==> src/rtl/fpu_round_pack.sv <==
// Rounds an unpacked double-precision operand (sign, 13-bit biased exponent,
// 57-bit significand with guard/round/sticky) and packs it into IEEE 754.
//
// Handshake: an operand moves in on a rising edge where i_valid && o_ready.
// A result moves out on a rising edge where o_valid && i_ready. o_ready is
// high only in IDLE and o_valid only in OUT, so the two never overlap. The
// result is first sampled valid at edge t+3+k after acceptance at edge t
// (k = left-normalise steps), or at t+2 for NaN, infinity and zero.
module fpu_round_pack #(
  parameter int p_max_rshift = 57
) (
  input  logic         i_clk,
  input  logic         i_rst,
  input  logic         i_valid,
  output logic         o_ready,
  input  logic         i_sign,
  input  logic [12:0]  i_exp,
  input  logic [56:0]  i_sig,
  input  logic         i_nan,
  input  logic         i_inf,
  input  logic [1:0]   rounding_mode,
  output logic         o_valid,
  input  logic         i_ready,
  output logic [0:63]  o_result,
  output logic [2:0]   o_flags,
  output logic [1:0]   o_dbg_state
);

  localparam logic [1:0] S_IDLE  = 2'd0;
  localparam logic [1:0] S_NORM  = 2'd1;
  localparam logic [1:0] S_ROUND = 2'd2;
  localparam logic [1:0] S_OUT   = 2'd3;

  localparam logic [1:0] RM_RNE = 2'b00;
  localparam logic [1:0] RM_RTZ = 2'b01;
  localparam logic [1:0] RM_RUP = 2'b10;
  localparam logic [1:0] RM_RDN = 2'b11;

  logic [1:0]         r_state;
  logic               r_sign;
  logic signed [13:0] r_exp;
  logic [56:0]        r_sig;
  logic               r_nan;
  logic               r_inf;
  logic [1:0]         r_mode;
  logic [63:0]        r_result;
  logic [2:0]         r_flags;

  // Denormalisation right shift: one extra exponent bit keeps 1 - exp
  // representable for the most negative input exponent.
  logic signed [13:0] w_neg_amt;
  logic [13:0]        w_rs_amt;
  logic [56:0]        w_rs_mask;
  logic [56:0]        w_rs_sig;

  always_comb begin
    w_neg_amt = 14'sd1 - r_exp;
    w_rs_amt  = $unsigned(w_neg_amt);
    if ($unsigned(w_neg_amt) > 14'(p_max_rshift)) begin
      w_rs_amt = 14'(p_max_rshift);
    end
    w_rs_mask = (57'd1 << w_rs_amt) - 57'd1;
    w_rs_sig  = (r_sig >> w_rs_amt);
    w_rs_sig[0] = w_rs_sig[0] | (|(r_sig & w_rs_mask));
  end

  // Rounding datapath, evaluated from the normalised registers in ROUND.
  logic               w_inexact;
  logic               w_inc;
  logic [53:0]        w_sum;
  logic               w_carry;
  logic [52:0]        w_mant;
  logic signed [13:0] w_rexp;
  logic               w_ovf;
  logic               w_denorm;
  logic               w_to_inf;
  logic [10:0]        w_efield;
  logic [63:0]        w_round_result;
  logic [2:0]         w_round_flags;

  always_comb begin
    w_inexact = |r_sig[2:0];
    w_inc     = 1'b0;
    case (r_mode)
      RM_RNE:  w_inc = r_sig[2] & (r_sig[1] | r_sig[0] | r_sig[3]);
      RM_RTZ:  w_inc = 1'b0;
      RM_RUP:  w_inc = w_inexact & ~r_sign;
      RM_RDN:  w_inc = w_inexact & r_sign;
      default: w_inc = 1'b0;
    endcase

    w_sum    = {1'b0, r_sig[55:3]} + {53'd0, w_inc};
    w_carry  = w_sum[53];
    w_mant   = w_carry ? w_sum[53:1] : w_sum[52:0];
    w_rexp   = r_exp + (w_carry ? 14'sd1 : 14'sd0);
    w_ovf    = (w_rexp >= 14'sd2047);
    w_denorm = ~w_mant[52];
    w_efield = w_denorm ? 11'd0 : w_rexp[10:0];

    w_to_inf = (r_mode == RM_RNE) ||
               ((r_mode == RM_RUP) && !r_sign) ||
               ((r_mode == RM_RDN) && r_sign);

    if (w_ovf) begin
      w_round_result = w_to_inf ? {r_sign, 11'h7FF, 52'd0}
                                : {r_sign, 11'h7FE, {52{1'b1}}};
      w_round_flags  = 3'b101;
    end else begin
      w_round_result = {r_sign, w_efield, w_mant[51:0]};
      w_round_flags  = {1'b0, w_denorm & w_inexact, w_inexact};
    end
  end

  always_ff @(posedge i_clk) begin
    if (!i_rst) begin
      r_state  <= S_IDLE;
      r_sign   <= 1'b0;
      r_exp    <= 14'sd0;
      r_sig    <= 57'd0;
      r_nan    <= 1'b0;
      r_inf    <= 1'b0;
      r_mode   <= RM_RNE;
      r_result <= 64'd0;
      r_flags  <= 3'b000;
    end else begin
      case (r_state)
        S_IDLE: begin
          if (i_valid) begin
            r_sign  <= i_sign;
            r_exp   <= {i_exp[12], i_exp};
            r_sig   <= i_sig;
            r_nan   <= i_nan;
            r_inf   <= i_inf;
            r_mode  <= rounding_mode;
            r_state <= S_NORM;
          end
        end
        S_NORM: begin
          if (r_nan) begin
            r_result <= 64'h7FF8_0000_0000_0000;
            r_flags  <= 3'b000;
            r_state  <= S_OUT;
          end else if (r_inf) begin
            r_result <= {r_sign, 11'h7FF, 52'd0};
            r_flags  <= 3'b000;
            r_state  <= S_OUT;
          end else if (r_sig == 57'd0) begin
            r_result <= {r_sign, 63'd0};
            r_flags  <= 3'b000;
            r_state  <= S_OUT;
          end else if (r_exp < 14'sd1) begin
            // After the shift exp is 1, which is already a ROUND condition.
            r_sig   <= w_rs_sig;
            r_exp   <= 14'sd1;
            r_state <= S_ROUND;
          end else if (r_sig[56]) begin
            r_sig   <= {1'b0, r_sig[56:2], r_sig[1] | r_sig[0]};
            r_exp   <= r_exp + 14'sd1;
            r_state <= S_ROUND;
          end else if (r_sig[55] || (r_exp == 14'sd1)) begin
            r_state <= S_ROUND;
          end else begin
            r_sig <= {r_sig[55:0], 1'b0};
            r_exp <= r_exp - 14'sd1;
          end
        end
        S_ROUND: begin
          r_result <= w_round_result;
          r_flags  <= w_round_flags;
          r_state  <= S_OUT;
        end
        S_OUT: begin
          if (i_ready) begin
            r_state <= S_IDLE;
          end
        end
        default: r_state <= S_IDLE;
      endcase
    end
  end

  assign o_ready     = (r_state == S_IDLE);
  assign o_valid     = (r_state == S_OUT);
  assign o_result    = r_result;
  assign o_flags     = r_flags;
  assign o_dbg_state = r_state;

endmodule

==> config.mk <==
export PLATFORM = sky130hd
export DESIGN_NAME = fpu_round_pack
export DESIGN_NICKNAME = d
export VERILOG_FILES = /design/src/rtl/fpu_round_pack.sv
export SDC_FILE = /design/constraint.sdc
export NUM_CORES = 1
export LEC_CHECK = 0
export ABC_AREA = 0
export CORE_UTILIZATION = 38
export DETAILED_ROUTE_END_ITERATION = 8
export SLEW_MARGIN = 20
export SYNTH_ARGS = -nofsm -noshare
export SYNTH_HDL_FRONTEND = slang
export SYNTH_SLANG_ARGS = --single-unit
==> constraint.sdc <==
create_clock -name i_clk -period 5 [get_ports i_clk]
set_input_delay 1 -clock i_clk [delete_from_list [all_inputs] [get_ports i_clk]]
set_output_delay 1 -clock i_clk [all_outputs]
set_load 0.02 [all_outputs]
==> impl_metrics.py <==
metrics = {
    "sta": {
        "timing.final.hold_violations": 0,
        "period_needed_ps": 4890,
        "fin_skew_ps": 22.8,
        "max_clock_freq_mhz": 205,
        "drv_slew": 0,
        "tightest_slew_ps": 1090,
        "fin_ws_ps": 115,
        "setup-tns-final_ps": 0,
        "min_period_over_period_pct": 97.7,
        "maxSlewHeadroom_pct": 26.1,
        "finalSetupViolCount": 0,
    },
    "clock_network": {
        "cts_buffer_depth": 2,
        "clkTransAtPathRegs_ps": 70,
        "cts_inserted_buffers": 17,
        "root_buffer": "clkbuf_16",
        "cts_tree": "done",
        "clock_tree.htree_level_count": 4,
        "insertion_delay_ps": 470,
        "post-cts-setup-buffers": 0,
        "clock-sinks": 145,
    },
    "logic_synthesis": {
        "syn-num-nets": 2466,
        "synth-edff-count": 0,
        "ys_seq_area_share_pct": 17.9,
        "ys.flop_type": "dfxtp_1",
        "async_flop_share_pct": 0,
        "synth-simple-area-share_pct": 23.6,
        "netlist_instances": 2370,
        "ys_ff_latch": 145,
        "synthXorXnorAreaFrac_pct": 4.27,
        "synth_cell_types": 99,
        "ys_warn_count": 0,
        "synthAdderAreaFrac_pct": 1.31,
        "syn_area_um2": 16200,
        "synth_top_family_by_area": "compound AO/OA/AOI/OAI gates",
        "syn-mean-instance-area_um2": 6.84,
        "muxShareOfSynthArea_pct": 7.66,
        "synth_compound_area_share_pct": 37.6,
    },
    "detailed_routing": {
        "vias": 21600,
        "vias_per_cell": 7.11,
        "drtIter0Drc": 3570,
        "drtPass1Iterations": 7,
        "routed_wl_mm": 103,
        "drc_errors": 0,
        "wl_per_cell_um": 33.8,
        "ant_nets": 0,
    },
    "grt": {
        "grt_use_total_pct": 46.1,
        "gr-total-overflow": 0,
        "antenna_found_initial": 0,
        "grt_pass1_wl_mm": 147,
        "first_global_vias": 20000,
        "grt_max_degree": 81,
    },
    "worst_setup_path": {
        "cp_slowest_cell": "a21boi_0",
        "required_ps": 5350,
        "crit_fanout": 28,
        "path_delay_family": "compound AO/OA/AOI/OAI gates",
        "path_cells": "buf_4, nor4_4, nand2_1, o31a_1, a2111oi_4, buf_12, nand3_2, buf_4, a21boi_0, o31ai_1, a31oi_1, nor2_1, o221a_2",
        "crit_top_cell": "buf_4",
        "worst_setup_path_start_kind": "flip-flop",
        "worstPathArrival_ps": 5240,
        "r2r_slack_ps": 110,
        "path_class": "reg2reg",
        "worst-path-buf-inv": 3,
        "slowest_delay_ps": 670,
        "critPathCaptureType": "flip-flop",
    },
    "finish": {
        "layout.nets": 2579,
        "multiInputGateArea_um2": 12200,
        "fin_cells": 3038,
        "n_fill_cell": 4251,
        "drive_gt1_share_pct": 13.7,
        "area.sequential_um2": 2910,
        "syn_to_final_growth_pct": 21.5,
    },
    "die": {
        "die_area_um2": 43500,
        "die_y_um": 209,
        "ios": 150,
        "initial_core_util_pct": 38.6,
        "core.rowCount": 75,
        "die_w_um": 209,
        "coreArea_um2": 42000,
    },
    "power": {
        "swShare_pct": 61.2,
        "clkPwrFrac_pct": 8.6,
        "power.total_mw": 14.8,
        "internal-power_mw": 5.77,
        "vdd.ir_drop.worst_mv": 1.52,
        "power.density_nw_per_um2": 754,
        "power_frac_comb_pct": 79.4,
        "p_leak_nw": 6.90,
        "p_switching_mw": 9.08,
        "pwr-share-seq_pct": 12.0,
    },
    "placed_design": {
        "placed_cells": 3003,
        "hpwl_mm": 75.4,
        "portBuffers": 149,
        "dp_worst_setup_slack_ps": 211,
        "gp_congestion": 1.07,
    },
    "worst_hold_path": {
        "min_path_type": "reg2reg",
    },
    "run": {
        "drv_cap": 0,
    },
    "outcome": {
        "status": "completed",
    },
}
-- state kept, by name, indices dropped and copies added (netlist names) --
signal / count
o_result: 64
r_sig: 57
r_exp: 14
o_flags: 3
o_dbg_state: 2
r_mode: 2
r_inf: 1
r_nan: 1
r_sign: 1
-- cells in the mapped netlist (10+ instances only) --
master,number,area share [%]
nor3_1,68,2.1
nand4_1,39,1.5
nand2_1,211,4.9
clkbuf_1,209,4.8
and2_1,13,0.50
a211oi_1,45,2.1
o211ai_1,48,2.2
xor2_1,26,1.4
mux2_2,21,1.5
or3_1,14,0.54
a31oi_1,49,1.9
a221oi_1,16,0.86
a21oi_1,213,6.6
a22oi_1,70,3.2
a22o_1,13,0.70
nand3_1,87,2.7
mux2i_1,88,5.4
o31ai_1,25,1.2
xnor2_1,53,2.9
o21a_1,16,0.74
nor2_1,248,5.7
and3_1,22,0.85
ha_1,17,1.3
nor4_1,39,1.5
buf_2,26,0.80
o32ai_1,11,0.59
o22ai_1,30,1.2
inv_1,36,0.83
o221ai_1,13,0.70
buf_1,26,0.60
o21ai_0,167,5.2
a21o_1,30,1.4
dfxtp_1,145,18
o211a_1,10,0.62
-- cells in the final DEF (no fill, tap or decap), types with 37 or more instances in the layout --
master           instances
a22oi_1                 70
mux2i_1                 88
dfxtp_1                142
o211ai_1                48
nor3_1                  68
a211oi_1                45
a31oi_1                 49
clkdlybuf4s50_1        148
nand2_1                210
nand4_1                 39
nand3_1                 86
o21ai_0                166
xnor2_1                 52
buf_4                  204
a21oi_1                213
nor2_1                 245
nor4_1                  37
-- worst paths after layout --
check                             from                        end  cells past startpoint
max              r_exp[4]$_SDFFE_PN0P_     r_sig[40]$_SDFFE_PN0P_                     13
min          o_result[16]$_SDFFE_PN0P_  o_result[16]$_SDFFE_PN0P_                      1
max reg2reg      r_exp[4]$_SDFFE_PN0P_     r_sig[40]$_SDFFE_PN0P_                     13
min reg2reg  o_result[16]$_SDFFE_PN0P_  o_result[16]$_SDFFE_PN0P_                      1
-- through the flow --
stage / hold slack, ps / instance area [um^2] / utilization, %
floorplan: 451 / 16200 / -
global placement: 437 / 19100 / 45.4
detailed placement: 439 / 19100 / 45.4
CTS: 453 / 19700 / 46.8
global route: 468 / 19700 / 46.8
finish: 451 / 19700 / 46.9
-- kinds of logic after synthesis --
| group | count (synthesis) |
|---|---|
| AO/OA/AOI/OAI | 902 |
| XOR/XNOR | 79 |
| adder cells (fa/ha/maj) | 17 |
| buffers and inverters | 307 |
| flip-flops | 145 |
| multiplexers | 115 |
| AND/OR/NAND/NOR | 805 |
-- area by class of cell --
type                    instances  area share (%)
well taps                     539            3.42
repair buffers                363            16.3
multi-input cells            1918            61.8
clock buffers                  18            2.23
clock inverters                14           0.622
flip-flops and latches        145            14.8
diodes                          3          0.0381
inverters                      38           0.724
-- power by group through the flow --
stage / Combinational (mW) / Clock (mW) / Sequential [mW]
global placement: 11.1 / 0 / 1.77
global route: 12.1 / 1.34 / 1.80
finish: 11.8 / 1.28 / 1.78
CTS: 11.2 / 1.28 / 1.76
detailed placement: 11.1 / 0 / 1.78
floorplan: 6.56 / 0 / 1.81
-- repair_timing --
action / in CTS / in global routing
hold buffers: 0 / 0
resized for setup: 0 / 6
setup endpoints to repair: 0 / 66
-- metal layers --
layer  wire length, um  global-route usage [%]  vias to the layer above
met4              6930                    27.3                        0
met5                 0                       0                        -
met2             41400                    65.6                     1767
met1             41300                    61.7                    10300
met3             13100                    12.7                      396
li1                  -                       -                     9150
No activity file was read; power rests on OpenSTA's default activity.
